**src/rtl/clk_div_prog_if.sv**
```systemverilog
// Bundle of the divider's control and status signals; the divider uses the
// slave modport and whatever programs it uses the master modport.
interface clk_div_prog_if #(
    parameter int unsigned DIV_W = 16
);
    logic             CE;
    logic             load;
    logic [DIV_W-1:0] ratio_in;
    logic             OUT_clk;
    logic             tick;
    logic             load_ack;
    logic             load_err;
    logic [DIV_W-1:0] ratio_out;

    modport master (
        output CE, load, ratio_in,
        input  OUT_clk, tick, load_ack, load_err, ratio_out
    );

    modport slave (
        input  CE, load, ratio_in,
        output OUT_clk, tick, load_ack, load_err, ratio_out
    );
endinterface

```
**src/rtl/clk_div_prog.sv**
```systemverilog
// Programmable integer clock divider. Ratio changes are held pending and
// applied only at a period boundary, so the output never glitches.
module clk_div_prog #(
    parameter int unsigned DIV_W         = 16,
    parameter int unsigned DEFAULT_RATIO = 2
) (
    input  logic          clk,
    input  logic          rst_n,
    clk_div_prog_if.slave bus
);
    logic [DIV_W-1:0] cnt;
    logic [DIV_W-1:0] cur_ratio;
    logic [DIV_W-1:0] pend;
    logic             pend_valid;
    logic             out_q;
    logic             tick_q;
    logic             ack_q;
    logic             err_q;

    logic [DIV_W-1:0] high_time;
    logic             last;
    logic             boundary;
    logic             apply;
    logic             load_ok;
    logic             load_bad;

    always_comb begin
        high_time = cur_ratio >> 1;
        last      = (cnt == cur_ratio - DIV_W'(1));
        // Any idle edge is a boundary, so a ratio can land while stopped.
        boundary  = !bus.CE || last;
        apply     = pend_valid && boundary;
        load_bad  = bus.load && (bus.ratio_in < DIV_W'(2));
        load_ok   = bus.load && !load_bad;
    end

    always_ff @(posedge clk or negedge rst_n) begin
        if (!rst_n) begin
            cnt        <= '0;
            cur_ratio  <= DIV_W'(DEFAULT_RATIO);
            pend       <= '0;
            pend_valid <= 1'b0;
            out_q      <= 1'b0;
            tick_q     <= 1'b0;
            ack_q      <= 1'b0;
            err_q      <= 1'b0;
        end else begin
            if (bus.CE) begin
                out_q  <= (cnt < high_time);
                tick_q <= (cnt == '0);
                cnt    <= last ? '0 : cnt + DIV_W'(1);
            end else begin
                out_q  <= 1'b0;
                tick_q <= 1'b0;
                cnt    <= '0;
            end

            ack_q <= apply;
            err_q <= load_bad;

            if (apply) begin
                cur_ratio <= pend;
            end

            // A capture on the applying edge refills pend and keeps it valid.
            if (load_ok) begin
                pend       <= bus.ratio_in;
                pend_valid <= 1'b1;
            end else if (apply) begin
                pend_valid <= 1'b0;
            end
        end
    end

    assign bus.OUT_clk   = out_q;
    assign bus.tick      = tick_q;
    assign bus.load_ack  = ack_q;
    assign bus.load_err  = err_q;
    assign bus.ratio_out = cur_ratio;
endmodule

```
**src/flat_wrapper.sv**
```systemverilog
// flat-port wrapper written by rule: the top's interface ports become plain ports
module clk_div_prog_flat 
#(
    parameter int unsigned DIV_W         = 16,
    parameter int unsigned DEFAULT_RATIO = 2
)
  (clk, rst_n, bus_CE, bus_load, bus_ratio_in, bus_OUT_clk, bus_tick, bus_load_ack, bus_load_err, bus_ratio_out);
  clk_div_prog_if #(.DIV_W(DIV_W)) bus_i ();
  input  logic clk;
  input  logic rst_n;
  input wire logic [$bits(bus_i.CE)-1:0] bus_CE;
  input wire logic [$bits(bus_i.load)-1:0] bus_load;
  input wire logic [$bits(bus_i.ratio_in)-1:0] bus_ratio_in;
  output wire logic [$bits(bus_i.OUT_clk)-1:0] bus_OUT_clk;
  output wire logic [$bits(bus_i.tick)-1:0] bus_tick;
  output wire logic [$bits(bus_i.load_ack)-1:0] bus_load_ack;
  output wire logic [$bits(bus_i.load_err)-1:0] bus_load_err;
  output wire logic [$bits(bus_i.ratio_out)-1:0] bus_ratio_out;
  assign bus_i.CE = bus_CE;
  assign bus_i.load = bus_load;
  assign bus_i.ratio_in = bus_ratio_in;
  assign bus_OUT_clk = bus_i.OUT_clk;
  assign bus_tick = bus_i.tick;
  assign bus_load_ack = bus_i.load_ack;
  assign bus_load_err = bus_i.load_err;
  assign bus_ratio_out = bus_i.ratio_out;
  clk_div_prog #(.DIV_W(DIV_W), .DEFAULT_RATIO(DEFAULT_RATIO)) u_core (.clk(clk), .rst_n(rst_n), .bus(bus_i));
endmodule
```
**config.mk**
```make
export PLATFORM = sky130hd
export DESIGN_NAME = clk_div_prog_flat
export DESIGN_NICKNAME = d
export VERILOG_FILES = /design/src/rtl/clk_div_prog_if.sv /design/src/rtl/clk_div_prog.sv /design/src/flat_wrapper.sv
export SDC_FILE = /design/constraint.sdc
export NUM_CORES = 1
export LEC_CHECK = 0
export ABC_AREA = 0
export BUFFER_PORTS_ARGS = -buffer_cell sky130_fd_sc_hd__buf_2
export CAP_MARGIN = 30
export CORE_UTILIZATION = 43
export DETAILED_ROUTE_END_ITERATION = 10
export GPL_TIMING_DRIVEN = 0
export PLACE_DENSITY = 0.7
export RECOVER_POWER = 100
export REMOVE_ABC_BUFFERS = 1
export SYNTH_ARGS = -nofsm -noshare
export SYNTH_HDL_FRONTEND = slang
export SYNTH_SLANG_ARGS = --single-unit
export TNS_END_PERCENT = 5
```
**constraint.sdc**
```tcl
create_clock -name clk -period 2.81 [get_ports clk]
set_clock_uncertainty 0.2 [all_clocks]
set_input_delay 0.562 -clock clk [delete_from_list [all_inputs] [get_ports clk]]
set_output_delay 0.562 -clock clk [all_outputs]
set_load 0.005 [all_outputs]
```
---- Yosys cells after proc, flatten, opt, wreduce, memory -nomap -nowiden ----
Cells that the tools add are included.
cells by class
  shift operators ......................... 0
  reductions and logical operators ........ 8
  bitwise operators ....................... 0
  magnitude comparators ................... 2
  multipliers ............................. 0
  eq/ne operators ......................... 1
  div/mod/pow operators ................... 0
  muxes and demuxes ....................... 6
  add/subtract/negate cells ............... 2
operators by type and width
  operator                 count
  $mux W16                 2
  $add A16 B1 Y16 const B  1
  $eq A16 B16 Y1           1
  $logic_not A16 Y1        1
  $lt A16 B15 Y1           1
  $lt A16 B2 Y1 const B    1
  $sub A16 B1 Y16 const B  1
  $mux W1                  4
  $logic_and A1 B1 Y1      3
  $logic_not A1 Y1         2
  $reduce_bool A2 Y1       1
  $logic_or A1 B1 Y1       1
word-level totals
  output and inout port bits .............. 20
  bits in latches ......................... 0
  RAM bits ................................ 0
  input port bits ......................... 20
  memories kept ........................... 0
  ROM bits ................................ 0
  word-level logic and storage cells ...... 27
  register bits ........................... 53

---- Logic depth before layout (Yosys ltp) ----
Gate-level depths: netlist of the first run.
  depth in word-level cells ............... 6
  gate-level depth with buffers ........... 10
  depth with buffers taken out ............ 9

---- Worst setup path before layout of the first run ----
No wires, ideal clock.
  path kind ............................... register -> register
  from .................................... register u_core.cur_ratio[1] (netlist: u_core.bus.ratio_out[1])
  to ...................................... register u_core.cur_ratio[0] (netlist: u_core.bus.ratio_out[0])
  arrival time ............................ 2.481 ns
  path buffers ............................ 1
  setup slack ............................. 0.003 ns
  clock period less this slack ............ 2.807 ns
  library setup time ...................... 0.126 ns
  data required time ...................... 2.484 ns
  cell stages (with the launch flop) ...... 11
  cells stage by stage .................... dfstp_2 inv_1 ha_1 nor3b_1 and4_1 or4_1 o2111ai_1 o31a_1 nand2_4 buf_6 a221o_1
between the ends
  word-level cells in the longest chain between the ends .. 4
ends and longest elaborated chain
  item                      RTL line            RTL
  start: declaration        clk_div_prog.sv:12  logic [DIV_W-1:0] cur_ratio;
  start signal: assignment  clk_div_prog.sv:40  cur_ratio <= DIV_W'(DEFAULT_RATIO);
  start signal: assignment  clk_div_prog.sv:62  cur_ratio <= pend;
  $sub A16 B1 Y16           clk_div_prog.sv:29  last = (cnt == cur_ratio - DIV_W'(1));
  $eq A16 B16 Y1            clk_div_prog.sv:29
  $logic_or A1 B1 Y1        clk_div_prog.sv:31  boundary = !bus.CE || last;
  $logic_and A1 B1 Y1       clk_div_prog.sv:32  apply = pend_valid && boundary;
Every way passes these cells.
A chain may end at the register's enable or synchronous reset.

---- Final worst setup path of the first run ----
  from .................................... register u_core.cur_ratio[5] (netlist: u_core.bus.ratio_out[5])
  to ...................................... register u_core.cur_ratio[11] (netlist: u_core.bus.ratio_out[11])
Same word-level chain as after synthesis.

==> impl_metrics.env, run 1 <==
export IMPL_status="finished clean"
export IMPL_grt_total_usage_pct=20.50
export IMPL_syn_inst=323
export IMPL_setup_ws_ps=55.03
export IMPL_synth_area_mm2=0.003247
export IMPL_slew_violations=0
export IMPL_tritoncts="yes"
export IMPL_antennaDiodeCount=0
export IMPL_cp_max_fo=6
export IMPL_area_growth_pct=18.96
export IMPL_synth_distinct_cells=54
export IMPL_via_per_inst=5.639
export IMPL_finalSetupViolCount=0
export IMPL_peakVddDrop_uv=281.1
export IMPL_clkTransAtPathRegs_ps=100
export IMPL_relSlewSlack_pct=40.89
export IMPL_cts_sinks=53
export IMPL_h_tree_depth=2
export IMPL_first_pass_iters=4
export IMPL_dp_hpwl_um=5283
export IMPL_routabilityCongestion=0.8519
export IMPL_ys_flop_type="dfrtp_1"
export IMPL_power_leakage_nw=1.770
export IMPL_timing_final_hold_violations=0
export IMPL_die_w_um=88.90
export IMPL_ys_async_sr_fraction_pct=100.0
export IMPL_start_util_pct=44.53
export IMPL_fmax_ghz=0.3630
export IMPL_yosysSeqAreaShare_pct=40.89
export IMPL_p_per_area_mw_per_mm2=536.7
export IMPL_synth_warnings=0
export IMPL_min_period_ps=2755
export IMPL_drt_initial_drc_count=133
export IMPL_grt_max_degree=39
export IMPL_wl_um=7525
export IMPL_worstSkewPairLatency_ps=310
export IMPL_ios=40
export IMPL_dieArea_mm2=0.007902
export IMPL_placed_cells=449
export IMPL_drcViolationCount=0
export IMPL_antenna_found_initial=0
export IMPL_endpoint_kind="register"
export IMPL_cts_root_buffer_cell="clkbuf_8"
export IMPL_drive_above_1_share_pct=28.46
export IMPL_grt_pass1_vias=2511
export IMPL_clk_path_buf_depth=2
export IMPL_critPathRequiredTime_ps=2820
export IMPL_overflow=0
export IMPL_cts_inserted_buffers=5
export IMPL_final_cells=468
export IMPL_synth_edf_count=0
export IMPL_ys_seq_elements=53
export IMPL_avgSynthCellArea_um2=10.05
export IMPL_hp_class="input pin to register"
export IMPL_coreArea_mm2=0.007292
export IMPL_maxCapViolCount=0
export IMPL_rsz0062_at_grt="yes"
export IMPL_nets=405
export IMPL_post_drt_wl_per_cell_um=16.08
export IMPL_port_buffers=39
export IMPL_place_ws_ps=-642.6
export IMPL_cp_arrival_ps=2760
export IMPL_num_rows=31
export IMPL_start_kind="register"
export IMPL_path_class="register to register"
export IMPL_min_period_over_period_pct=98.04
export IMPL_grt_pass1_wl_um=12380
export IMPL_vias=2639
export IMPL_tns_ps=0
export IMPL_tightestPinTransition_ps=886.7
export IMPL_ant_nets=0
export IMPL_utilization_pct=52.97
export IMPL_die_y_um=88.90
[cell families (layout without fill, tap and decap cells)]
family / Yosys count / after routing / share of synthesized area [%]
fa+ha+maj: 17 / 17 / 6.551
xor+xnor: 34 / 34 / 9.171
compound gates: 45 / 45 / 11.87
mux: 17 / 17 / 5.857
flops: 53 / 53 / 40.89
simple gates: 121 / 122 / 20.89
buf+inv: 36 / 81 / 4.778
[sequential cells by signal, summed over array words and instances (netlist names)]
register,cells
u_core.bus.OUT_clk,1
u_core.bus.load_ack,1
u_core.bus.load_err,1
u_core.bus.ratio_out,16
u_core.bus.tick,1
u_core.cnt,16
u_core.pend,16
u_core.pend_valid,1
[layout make-up]
cell class / count / area, µm²
flip-flops and latches: 53 / 1335
multi-input cells: 235 / 1906
inverters: 23 / 86.33
clock buffers: 6 / 82.58
fillers: 672 / 3430
clock inverters: 2 / 17.52
repair buffers: 50 / 311.5
well taps: 99 / 123.9
[through the flow]
| step | area, µm² | hold WS [ps] | total power [mW] |
|---|---|---|---|
| floorplan | 3178 | 66.41 | 1.319 |
| global placement | 3497 | 301.9 | 1.491 |
| detailed placement | 3517 | 297.3 | 1.516 |
| CTS | 3777 | 246.9 | 2.042 |
| global route | 3862 | 250.4 | 2.195 |
| finish | 3862 | 251.1 | 2.073 |
[report_power, final]
part | switching, mW | leakage, nW | internal (mW)
Combinational | 0.300 | 1.06 | 0.299
Clock | 0.271 | 0.0518 | 0.205
Sequential | 0.150 | 0.654 | 0.847
[critical path, cell delays in order (launching register included)]
cell,delay (ps)
dfrtp_2,500
nor4_4,390
nand4_1,200
mux2i_1,250
nor3b_2,240
nand4_2,150
or4_1,490
a32o_1,230
[placed cells by master (no fill, tap or decap), types with 7 or more instances in the layout]
cell type	n
dfrtp_1	46
xnor2_1	16
and3_1	18
nand2_1	17
buf_4	7
nor3_1	8
ha_1	16
xor2_1	18
mux2_2	16
a221o_1	14
inv_1	23
buf_2	34
nand3_1	8
nor2_1	27
[cell usage after synthesis, drive strengths merged, types with 2 or more instances]
master  instances  area (µm²)
a21o            3       22.52
nor3           12       65.06
nor2           28       105.1
dfrtp          52        1301
o21ai           6       33.78
and3           18       112.6
mux2           16       180.2
nor4            9       71.32
and4            2       17.52
xnor2          16       140.1
nor3b           2       15.01
nand2          18       75.07
nand3          10       50.05
a21oi           6       30.03
clkbuf          7       27.52
or2             2       12.51
buf             6       41.28
inv            23       86.33
or4             5       41.29
a221o          15       151.4
a211oi          2       15.01
nand2b          2       12.51
o21a            2       15.01
ha             17       212.7
nor4b           4       35.03
xor2           18       157.7
nand4           6       43.79
[what timing repair did]
action                                 CTS  global route
pin swaps                                7            11
cloned                                   1             0
hold buffers                             1             0
endpoints found under the hold margin   15             0
setup buffers                            7             2
gates resized for setup                 16            15
setup endpoints to repair               33            33
[routing by layer]
metal / global-route usage [%] / wire length, µm
met1: 28.13 / 3484
met2: 33.99 / 3643
met3: 2.955 / 295
met4: 5.718 / 103
met5: 0 / 0
[worst paths after layout]
check | from | end | slack [ps] | cells after the start
setup / recovery | u_core.bus.ratio_out[5] | u_core.bus.ratio_out[11] | 60 | 7
hold / removal | bus_load | u_core.bus.load_err | 250 | 3
setup reg to reg | u_core.bus.ratio_out[5] | u_core.bus.ratio_out[11] | 60 | 7
hold reg to reg | u_core.pend[15] | u_core.bus.ratio_out[15] | 330 | 1
max in group asynchronous | rst_n | u_core.bus.ratio_out[1] | 970 | 3
min in group asynchronous | rst_n | u_core.cnt[2] | 680 | 2
(Power assumes the default switching activity.)
==> inputs of run 2 (changes only) <==
Settings changed: CELL_PAD_IN_SITES_DETAIL_PLACEMENT set to 1, CELL_PAD_IN_SITES_GLOBAL_PLACEMENT set to 1, CORE_UTILIZATION 43 to 41, PLACE_DENSITY 0.7 to 0.82.
==> impl_metrics.env, run 2 (synthesized netlist as in run 1, its figures left out) <==
export IMPL_status="finished with violations"
export IMPL_violations="negative setup slack"
export IMPL_relSlewSlack_pct=35.95
export IMPL_critPathMaxStageDelay_ps=470
export IMPL_routabilityCongestion=0.8361
export IMPL_grt_total_usage_pct=21.26
export IMPL_cts_sinks=53
export IMPL_cp_max_fo=8
export IMPL_min_period_over_period_pct=101.2
export IMPL_grt_pass1_wl_um=13980
export IMPL_port_buffers=39
export IMPL_cp_arrival_ps=2860
export IMPL_cts_inserted_buffers=5
export IMPL_mostFrequentLayoutCell="dfrtp_1"
export IMPL_coreArea_mm2=0.007687
export IMPL_setup_ws_ps=-34.07
export IMPL_worstSkewPairLatency_ps=320
export IMPL_num_rows=32
export IMPL_critPathRequiredTime_ps=2830
export IMPL_ant_nets=0
export IMPL_critPathSlowestCell="nor4b_1"
export IMPL_fmax_ghz=0.3516
export IMPL_wl_um=9003
export IMPL_clkTransAtPathRegs_ps=110
export IMPL_drive_above_1_share_pct=28.84
export IMPL_peakVddDrop_uv=318.5
export IMPL_start_kind="register"
export IMPL_antenna_found_initial=0
export IMPL_cts_root_buffer_cell="clkbuf_8"
export IMPL_area_growth_pct=19.54
export IMPL_dieArea_mm2=0.008279
export IMPL_first_pass_iters=4
export IMPL_drcViolationCount=0
export IMPL_dp_hpwl_um=6021
export IMPL_h_tree_depth=2
export IMPL_overflow=0
export IMPL_rsz0062_at_grt="yes"
export IMPL_critPathBufInv=1
export IMPL_antennaDiodeCount=0
export IMPL_slew_violations=0
export IMPL_maxCapViolCount=0
export IMPL_clk_path_buf_depth=2
export IMPL_path_class="register to register"
export IMPL_die_y_um=90.99
export IMPL_vias=2723
export IMPL_hp_class="input pin to register"
export IMPL_finalSetupViolCount=10
export IMPL_total_power_mw=2.225
export IMPL_tightestPinTransition_ps=960.7
export IMPL_fin_area_mm2=0.003881
export IMPL_dpl_cell_area_mm2=0.003521
export IMPL_grt_max_degree=40
export IMPL_cp_top_family="simple AND/OR/NAND/NOR gates"
export IMPL_post_drt_wl_per_cell_um=19.03
export IMPL_power_leakage_nw=1.781
export IMPL_via_per_inst=5.757
export IMPL_drt_initial_drc_count=154
export IMPL_min_period_ps=2844
export IMPL_start_util_pct=42.24
export IMPL_p_per_area_mw_per_mm2=573.2
export IMPL_tritoncts="yes"
export IMPL_grt_pass1_vias=2820
export IMPL_ios=40
export IMPL_crit_path_cell_trace="inv_1 -> ha_4 -> nor3b_4 -> and4_4 -> nor4b_1 -> o31a_1 -> nand2_4 -> a221o_2"
export IMPL_endpoint_kind="register"
export IMPL_timing_final_hold_violations=0
export IMPL_layout_common_cells="dfrtp_1, buf_2, nor2_1"
export IMPL_nets=407
export IMPL_die_w_um=90.99
-- run 2: tightest hold or removal path: stages --
cell	delay, ps
buf_2	100
inv_1	40
nor2_1	40
-- run 2: area by class of cell --
class	count	area [µm²]
clock buffers	5	68.82
clock inverters	3	47.55
fillers	878	3806
inverters	23	86.33
multi-input cells	235	1904
flip-flops and latches	53	1335
well taps	102	127.6
repair buffers	52	311.5
-- run 2: final timing paths --
kind	start	endpoint	slack (ps)	cells past startpoint
max	u_core.bus.ratio_out[0]	u_core.bus.ratio_out[4]	-30	8
min	bus_load	u_core.bus.load_err	250	3
max reg2reg	u_core.bus.ratio_out[0]	u_core.bus.ratio_out[4]	-30	8
min reg2reg	u_core.pend[11]	u_core.pend[11]	340	1
max in group asynchronous	rst_n	u_core.bus.ratio_out[8]	310	3
min in group asynchronous	rst_n	u_core.cnt[14]	620	2
-- run 2: power breakdown --
group          total (mW)  internal, mW  switching [mW]
clock               0.563         0.273           0.290
combinational       0.660         0.318           0.342
sequential           1.00         0.847           0.155
total                2.22          1.44           0.787
-- run 2: metal layers --
| layer | vias to the layer above | track usage (%) | part of all wire [%] |
|---|---|---|---|
| li1 | 1261 | - | - |
| met1 | 1374 | 27.27 | 44 |
| met2 | 66 | 36.55 | 51 |
| met3 | 22 | 2.178 | 2.5 |
| met4 | 0 | 8.862 | 2.7 |
| met5 | - | 0 | 0 |
-- run 2: what timing repair did --
action / CTS / global route
setup endpoints to repair: 33 / 33
gates resized for setup: 19 / 12
hold endpoints to repair: 14 / 0
cloned: 1 / 0
setup buffers: 8 / 3
hold buffers: 1 / 0
pin swaps: 9 / 26
-- run 2: metrics by stage --
stage,utilization (%),hold WS [ps],cells,TNS [ps],setup slack (ps)
global route,50.49,263.4,473,-3462,-188.0
detailed placement,45.80,294.3,452,-15930,-600.6
CTS,49.79,254.1,470,0,11.54
global placement,45.54,301.7,451,-14470,-565.9
floorplan,-,66.41,310,-1375,-107.3
finish,50.49,249.4,473,-106.6,-34.07
